## config.mk

```make
export PLATFORM = sky130hd
export DESIGN_NAME = alu_arbiter
export DESIGN_NICKNAME = d
export VERILOG_FILES = /design/src/rtl/alu_pkg.sv /design/src/rtl/alu_arbiter_alu.sv /design/src/rtl/alu_arbiter.sv
export SDC_FILE = /design/constraint.sdc
export NUM_CORES = 1
export LEC_CHECK = 0
export ABC_AREA = 0
export CELL_PAD_IN_SITES_DETAIL_PLACEMENT = 1
export CELL_PAD_IN_SITES_GLOBAL_PLACEMENT = 2
export CORE_MARGIN = 3
export CORE_UTILIZATION = 28
export CTS_CLUSTER_SIZE = 30
export DETAILED_ROUTE_END_ITERATION = 16
export GPL_ROUTABILITY_DRIVEN = 0
export PLACE_DENSITY_LB_ADDON = 0.1
export SLEW_MARGIN = 30
export SYNTH_ARGS = -nofsm -noshare
export SYNTH_HDL_FRONTEND = slang
export SYNTH_SLANG_ARGS = --single-unit
```

## constraint.sdc

```tcl
create_clock -name clk -period 4.12 [get_ports clk]
set_input_delay 0.412 -clock clk [delete_from_list [all_inputs] [get_ports clk]]
set_output_delay 0.412 -clock clk [all_outputs]
set_load 0.01 [all_outputs]
```

## src/rtl/alu_pkg.sv

```systemverilog
// rtl/alu_pkg.sv - shared width, opcode and FSM state definitions for the ALU arbiter
package alu_pkg;
  localparam int DATA_WIDTH = 32;

  localparam logic [3:0] OP_ADD = 4'b0000;
  localparam logic [3:0] OP_SUB = 4'b0001;
  localparam logic [3:0] OP_OR  = 4'b0010;
  localparam logic [3:0] OP_LUI = 4'b0100;
  localparam logic [3:0] OP_SLL = 4'b0101;
  localparam logic [3:0] OP_SRL = 4'b0110;

  typedef enum logic [1:0] {
    ST_IDLE = 2'd0,
    ST_EXEC = 2'd1,
    ST_RESP = 2'd2
  } state_t;
endpackage

```

## src/rtl/alu_arbiter_alu.sv

```systemverilog
// rtl/alu_arbiter_alu.sv - combinational ALU shared by both arbiter ports
module alu_arbiter_alu
  import alu_pkg::*;
#(
  parameter int W = 32
) (
  input  logic [3:0]   op,
  input  logic [W-1:0] a,
  input  logic [W-1:0] b,
  output logic [W-1:0] result,
  output logic         zero
);
  // Only ADD and LUI are implemented; every other code yields zero.
  always_comb begin
    result = '0;
    case (op)
      OP_ADD:  result = a + b;
      OP_LUI:  result[31:12] = b[19:0];
      default: result = '0;
    endcase
    zero = (result == '0);
  end
endmodule

```

## src/rtl/alu_arbiter.sv

```systemverilog
// rtl/alu_arbiter.sv - round-robin arbiter sharing one ALU between two requesters
module alu_arbiter
  import alu_pkg::*;
#(
  parameter int DATA_WIDTH = alu_pkg::DATA_WIDTH
) (
  input  logic                  clk,
  input  logic                  reset,
  input  logic                  req0_valid_i,
  output logic                  req0_ready_o,
  input  logic [3:0]            req0_op_i,
  input  logic [DATA_WIDTH-1:0] req0_a_i,
  input  logic [DATA_WIDTH-1:0] req0_b_i,
  input  logic                  req1_valid_i,
  output logic                  req1_ready_o,
  input  logic [3:0]            req1_op_i,
  input  logic [DATA_WIDTH-1:0] req1_a_i,
  input  logic [DATA_WIDTH-1:0] req1_b_i,
  output logic                  rsp0_valid_o,
  input  logic                  rsp0_ready_i,
  output logic [DATA_WIDTH-1:0] rsp0_result_o,
  output logic                  rsp0_zero_o,
  output logic                  rsp1_valid_o,
  input  logic                  rsp1_ready_i,
  output logic [DATA_WIDTH-1:0] rsp1_result_o,
  output logic                  rsp1_zero_o,
  output logic                  busy_o
);
  state_t                state, state_nxt;
  logic                  last_grant, gnt_id;
  logic [3:0]            op_q;
  logic [DATA_WIDTH-1:0] a_q, b_q, result_q;
  logic                  zero_q;
  logic                  grant0, grant1, accept, rsp_take;
  logic [DATA_WIDTH-1:0] alu_result;
  logic                  alu_zero;

  // Contention goes to the port that was not served last.
  always_comb begin
    grant0   = req0_valid_i & (~req1_valid_i | last_grant);
    grant1   = req1_valid_i & (~req0_valid_i | ~last_grant);
    accept   = (state == ST_IDLE) & (grant0 | grant1);
    rsp_take = (state == ST_RESP) & (gnt_id ? rsp1_ready_i : rsp0_ready_i);
  end

  always_comb begin
    state_nxt = state;
    case (state)
      ST_IDLE: if (accept) state_nxt = ST_EXEC;
      ST_EXEC: state_nxt = ST_RESP;
      ST_RESP: if (rsp_take) state_nxt = ST_IDLE;
      default: state_nxt = ST_IDLE;
    endcase
  end

  always_ff @(posedge clk or negedge reset) begin
    if (!reset) state <= ST_IDLE;
    else        state <= state_nxt;
  end

  always_ff @(posedge clk or negedge reset) begin
    if (!reset) begin
      last_grant <= 1'b1;
      gnt_id     <= 1'b0;
      op_q       <= '0;
      a_q        <= '0;
      b_q        <= '0;
      result_q   <= '0;
      zero_q     <= 1'b0;
    end else begin
      if (accept) begin
        gnt_id <= grant1;
        op_q   <= grant1 ? req1_op_i : req0_op_i;
        a_q    <= grant1 ? req1_a_i  : req0_a_i;
        b_q    <= grant1 ? req1_b_i  : req0_b_i;
      end
      if (state == ST_EXEC) begin
        result_q <= alu_result;
        zero_q   <= alu_zero;
      end
      if (rsp_take) last_grant <= gnt_id;
    end
  end

  alu_arbiter_alu #(.W(DATA_WIDTH)) u_alu (
    .op     (op_q),
    .a      (a_q),
    .b      (b_q),
    .result (alu_result),
    .zero   (alu_zero)
  );

  assign req0_ready_o  = (state == ST_IDLE) & grant0;
  assign req1_ready_o  = (state == ST_IDLE) & grant1;
  assign rsp0_valid_o  = (state == ST_RESP) & ~gnt_id;
  assign rsp1_valid_o  = (state == ST_RESP) & gnt_id;
  assign rsp0_result_o = result_q;
  assign rsp1_result_o = result_q;
  assign rsp0_zero_o   = zero_q;
  assign rsp1_zero_o   = zero_q;
  assign busy_o        = (state != ST_IDLE);
endmodule

```

== Word level (Yosys, flattened, before mapping) ==
Cells that the tools add are included.
Word-level totals
  flip-flop bits (word level): 105
  output and inout bits: 71
  logic and storage cells: 43
Operators by class
  add/sub/neg operators: 1
  eq/ne operators: 5
  mux-type cells: 9
  bitwise logic cells: 15
  reductions and logical operators: 5
Operator list (count)
  32-bit two-way mux: 2
  20-bit one-hot mux with 2 select lines: 1
  32-bit adder: 1
  32-bit logical NOT: 1
  12-bit two-way mux: 1
  1-bit bitwise AND: 8
  2-bit one-hot mux with 3 select lines: 1
  4-bit by 3-bit == test with 1-bit output, second input constant: 1
  4-bit logical NOT: 1
  2-bit two-way mux: 2
  4-bit two-way mux: 1
  2-bit inequality test, second input constant: 2
  1-bit NOT: 4
  1-bit bitwise OR: 3
  2-bit by 1-bit == test with 1-bit output, second input constant: 1
  2-bit == test, second input constant: 1
  2-bit logical NOT: 1
  2-bit AND reduction: 1
  2-bit nonzero test: 1
  1-bit two-way mux: 1

== Depth between registers and ports, before layout ==
  word-level depth: 7
  gate-level depth with buffers: 13

== By module ==
From an unflattened synthesis, not the netlist that was laid out.
Second synthesis, totals
  cells, all modules: 833
  area total of the unflattened synthesis: 7134.3 µm²
Modules (own cells, without submodules)
  alu_arbiter: instances 1, cells an instance 506, area an instance 4927.2 µm², sequential area each 2628.8 µm²
  alu_arbiter_alu: instances 1, cells an instance 327, area an instance 2207.1 µm², sequential area each 0.0 µm²

== Worst setup path after synthesis ==
Ideal clock, no wire load.
  path type: register -> register
  start: register b_q[7]
  end: register zero_q (netlist: rsp0_zero_o)
  data arrival time: 3119 ps
  data required time: 4028 ps
  path slack: 910 ps
  cell stages (with the launch flop): 13
  clock period less this slack: 3210 ps
  cell sequence: dfrtp_1 ha_1 and3_1 clkbuf_1 nand2_1 a21oi_1 o31ai_1 o41ai_1 xor2_1 a2111oi_0 nor4bb_1 o2111ai_1 o31ai_2
On the way
  cells in the longest elaborated chain, start to end: 3
RTL lines
  start: declaration: line alu_arbiter.sv:32  | logic [DATA_WIDTH-1:0] a_q, b_q, result_q;
  start signal: assignment: line alu_arbiter.sv:75  | b_q <= grant1 ? req1_b_i : req0_b_i;
  32-bit adder: line alu_arbiter_alu.sv:17  | OP_ADD: result = a + b;
  20-bit one-hot mux with 2 select lines or 12-bit two-way mux (tied branches): line alu_arbiter_alu.sv:16  | case (op)
  32-bit logical NOT *: line alu_arbiter_alu.sv:21  | zero = (result == '0);
  end signal: assignment: line alu_arbiter.sv:79  | zero_q <= alu_zero;
  end: declaration: line alu_arbiter.sv:33  | logic zero_q;
Every way passes the cells marked *; elsewhere a longest branch is shown, timed or not.
A chain may end at the register's enable or synchronous reset.

== Worst setup path after layout ==
Same ends and word-level chain as after synthesis.

==> results.json <==
{
  "ys_ff_latch": 105,
  "period_minus_slack_ps": 3681,
  "cts.repair.resized": 0,
  "fillCellCount": 2750,
  "fin_worst_skew_ps": 9.959,
  "cts_tree": "built",
  "die_w_um": 162.0,
  "yosysTopAreaCellShare_pct": 38.19,
  "antenna_found_initial": 0,
  "path_clk_slew_ps": 80,
  "ys_warn_count": 0,
  "max_cap_viol_count": 0,
  "coreArea_um2": 23680,
  "initial_utilization_pct": 28.78,
  "power_leakage_nw": 3.955,
  "syn_area_per_cell_um2": 8.921,
  "synth_ff_type": "dfrtp_1",
  "syn_nets": 938,
  "slew_headroom_pct": 51.02,
  "highest_layer": "met4",
  "run_status": "finished, final reports clean",
  "hpwl_mm": 18.43,
  "initialDrtViolationCount": 315,
  "hold_viol_final": 0,
  "hold_path.class": "primary input to asynchronous set/reset pin",
  "rsz0062_at_grt": "false",
  "drt_pre_antenna_iters": 5,
  "n_antenna_cell": 0,
  "drc": 0,
  "holdWs_ps": 71.46,
  "avgViaCountPerCell": 5.025,
  "critical_path_arrival_ps": 3950,
  "die_h_um": 162.0,
  "synthTopCellsByArea": "dfrtp_1 38%, mux2i_1 10%, o21ai_0 7.2%",
  "critPathTopFamily": "compound AO/OA/AOI/OAI gates",
  "place_area_um2": 9011,
  "path_buf_inv": 0,
  "start_kind": "flop",
  "area_growth_pct": 36.17,
  "post-route-period-util_pct": 89.35,
  "place_ws_ps": 473.0,
  "synth.largest_area_cell": "dfrtp_1",
  "cts_buffer_depth": 2,
  "path_cells": "ha_1 > and3_1 > nand2_1 > a21oi_1 > o31ai_1 > o41ai_1 > xor2_1 > a2111oi_0 > nor4bb_1 > o2111ai_1 > o31ai_2",
  "ir_drop_uv": 318.6,
  "drt_wl_total_mm": 22.67,
  "synth.distinct_cells": 62,
  "grtUsageTotal_pct": 17.32,
  "wl_met3_mm": 1.229,
  "grt_start_max_net_pins": 138,
  "fin_util_pct": 39.19,
  "worstPathRequired_ps": 4390,
  "synthCells": 764,
  "synth_edf_count": 0,
  "ios": 213,
  "met2_length_mm": 10.83,
  "clock_latency_ps": 360,
  "grt_pass1_wl_mm": 35.92,
  "ys_seq_area_share_pct": 38.57,
  "cts_sinks": 105,
  "wl_per_cell_um": 18.30,
  "worst_pin_slew_ps": 734.7,
  "wirelength_met1_mm": 10.09,
  "drv_slew": 0,
  "r2r_cells": 11,
  "stdcell_area_um2": 9280,
  "finalSetupTns_ps": 0,
  "cts_buffers": 9,
  "row_count": 56,
  "die-area_um2": 26250,
  "drive_gt1_share_pct": 4.674,
  "critPathMaxFanout": 7,
  "async_reset_ff_share_pct": 100.0,
  "vias": 6226,
  "power.density_nw_per_um2": 839.5,
  "crit_slowest_cell": "o41ai_1",
  "io_buffers": 212,
  "synth_area_um2": 6815,
  "ff2ff_setup_slack_ps": 440,
  "worstSetupPathType": "flop to flop",
  "grt_overflow": 0,
  "root_buffer": "clkbuf_16",
  "max_stage_delay_ps": 660,
  "max_freq_mhz": 271.6,
  "postRouteAntennaNets": 0,
  "crit_path_end_kind": "flop",
  "holdBufCountCts": 0,
  "cts_setup_buffers": 0,
  "setup_violations": 0,
  "rr_startpoint": "b_q[7]$_DFFE_PN0P_",
  "htree_levels": 3,
  "final_net_count": 1090,
  "setup_ws_ps": 438.6,
  "rr_endpoint": "rsp0_zero_o$_DFFE_PN0N_",
  "grt_pass1_vias": 6443
}
[power breakdown]
group | switching (W) | internal, W
Combinational | 0.00289 | 0.00210
Clock | 0.000405 | 0.000412
Sequential | 0.000456 | 0.00153
[worst max-delay path by stage]
stage	endpoint	slack, ps	depth (start not counted)	start
after floorplan	rsp0_zero_o$_DFFE_PN0N_	910	12	b_q[7]$_DFFE_PN0P_
after CTS	rsp0_zero_o$_DFFE_PN0N_	450	11	b_q[7]$_DFFE_PN0P_
after global routing	rsp0_zero_o$_DFFE_PN0N_	140	11	b_q[7]$_DFFE_PN0P_
after detailed placement	rsp0_zero_o$_DFFE_PN0N_	470	11	b_q[7]$_DFFE_PN0P_
final	rsp0_zero_o$_DFFE_PN0N_	440	11	b_q[7]$_DFFE_PN0P_
after global placement	rsp0_zero_o$_DFFE_PN0N_	600	11	b_q[7]$_DFFE_PN0P_
[synthesized netlist by cell type (3+ instances only)]
library cell	number
and2_1	8
mux2_2	3
xor2_1	14
a22o_1	8
nand2b_1	7
o31ai_1	5
and3_1	4
buf_1	9
a221oi_1	9
nor4_1	7
nor3_1	7
buf_4	33
a31oi_1	6
nand2_1	111
a21boi_0	3
nor2b_1	5
mux2i_1	68
nand3_1	9
nand4_1	5
or3_1	3
a21oi_1	42
xnor2_1	13
dfrtp_1	104
clkbuf_1	34
a32o_1	3
a21o_1	8
inv_1	6
a211o_1	3
nor2_1	47
o21bai_1	3
ha_1	31
o21ai_0	98
o21a_1	6
[state kept, by name, indices dropped and copies added, names as in the netlist]
| register | cells |
|---|---|
| a_q | 32 |
| rsp0_zero_o | 1 |
| rsp0_result_o | 32 |
| gnt_id | 1 |
| last_grant | 1 |
| op_q | 4 |
| state | 2 |
| b_q | 32 |
[stage by stage]
stage	total power, W	std cells
6_report	0.007790	1239
5_1_grt	0.008448	1239
4_1_cts	0.007842	1239
3_3_place_gp	0.006940	1224
2_1_floorplan	0.005167	764
3_5_place_dp	0.006995	1224
[cells by family (layout without fill, tap and decap cells)]
family,after synthesis,count (layout),synth area share [%]
multiplexers,71,71,10.48
XOR/XNOR,27,27,3.470
flip-flops,105,105,38.57
AND/OR/NAND/NOR,223,223,14.65
adder cells (fa/ha/maj),32,32,5.985
AO/OA/AOI/OAI,221,221,20.19
buffers and inverters,85,241,6.646
[final cells by class]
type                            count  area [µm²]  share of cell area, %
Multi-Input combinational cell    574        3765                  40.57
Sequential cell                   105        2629                  28.33
Timing Repair Buffer              220        2196                  23.66
Tap cell                          319       399.1                  4.301
Clock buffer                       10       229.0                  2.467
Clock inverter                      5       40.04                 0.4314
Inverter                            6       22.52                 0.2427
[cell usage in the layout, fill, tap and decap left out, types with 7 or more instances in the layout]
cell               n
nand3_1            9
ha_1              31
xnor2_1           13
clkbuf_16          9
nand2b_1           7
a22o_1             8
nand2_1          111
clkdlybuf4s50_1  211
nor3_1             7
o21ai_0           98
a221oi_1           9
nor2_1            46
buf_4              7
and2_1             8
a21oi_1           42
xor2_1            14
a21o_1             8
dfrtp_1          104
mux2i_1           68
[metal layers]
layer	GRT usage (%)	vias to the layer above
met1	22.73	2982
met5	0	-
met3	3.315	37
met2	29.35	200
li1	-	3007
met4	4.575	0
No activity file was read; power rests on OpenSTA's default activity.
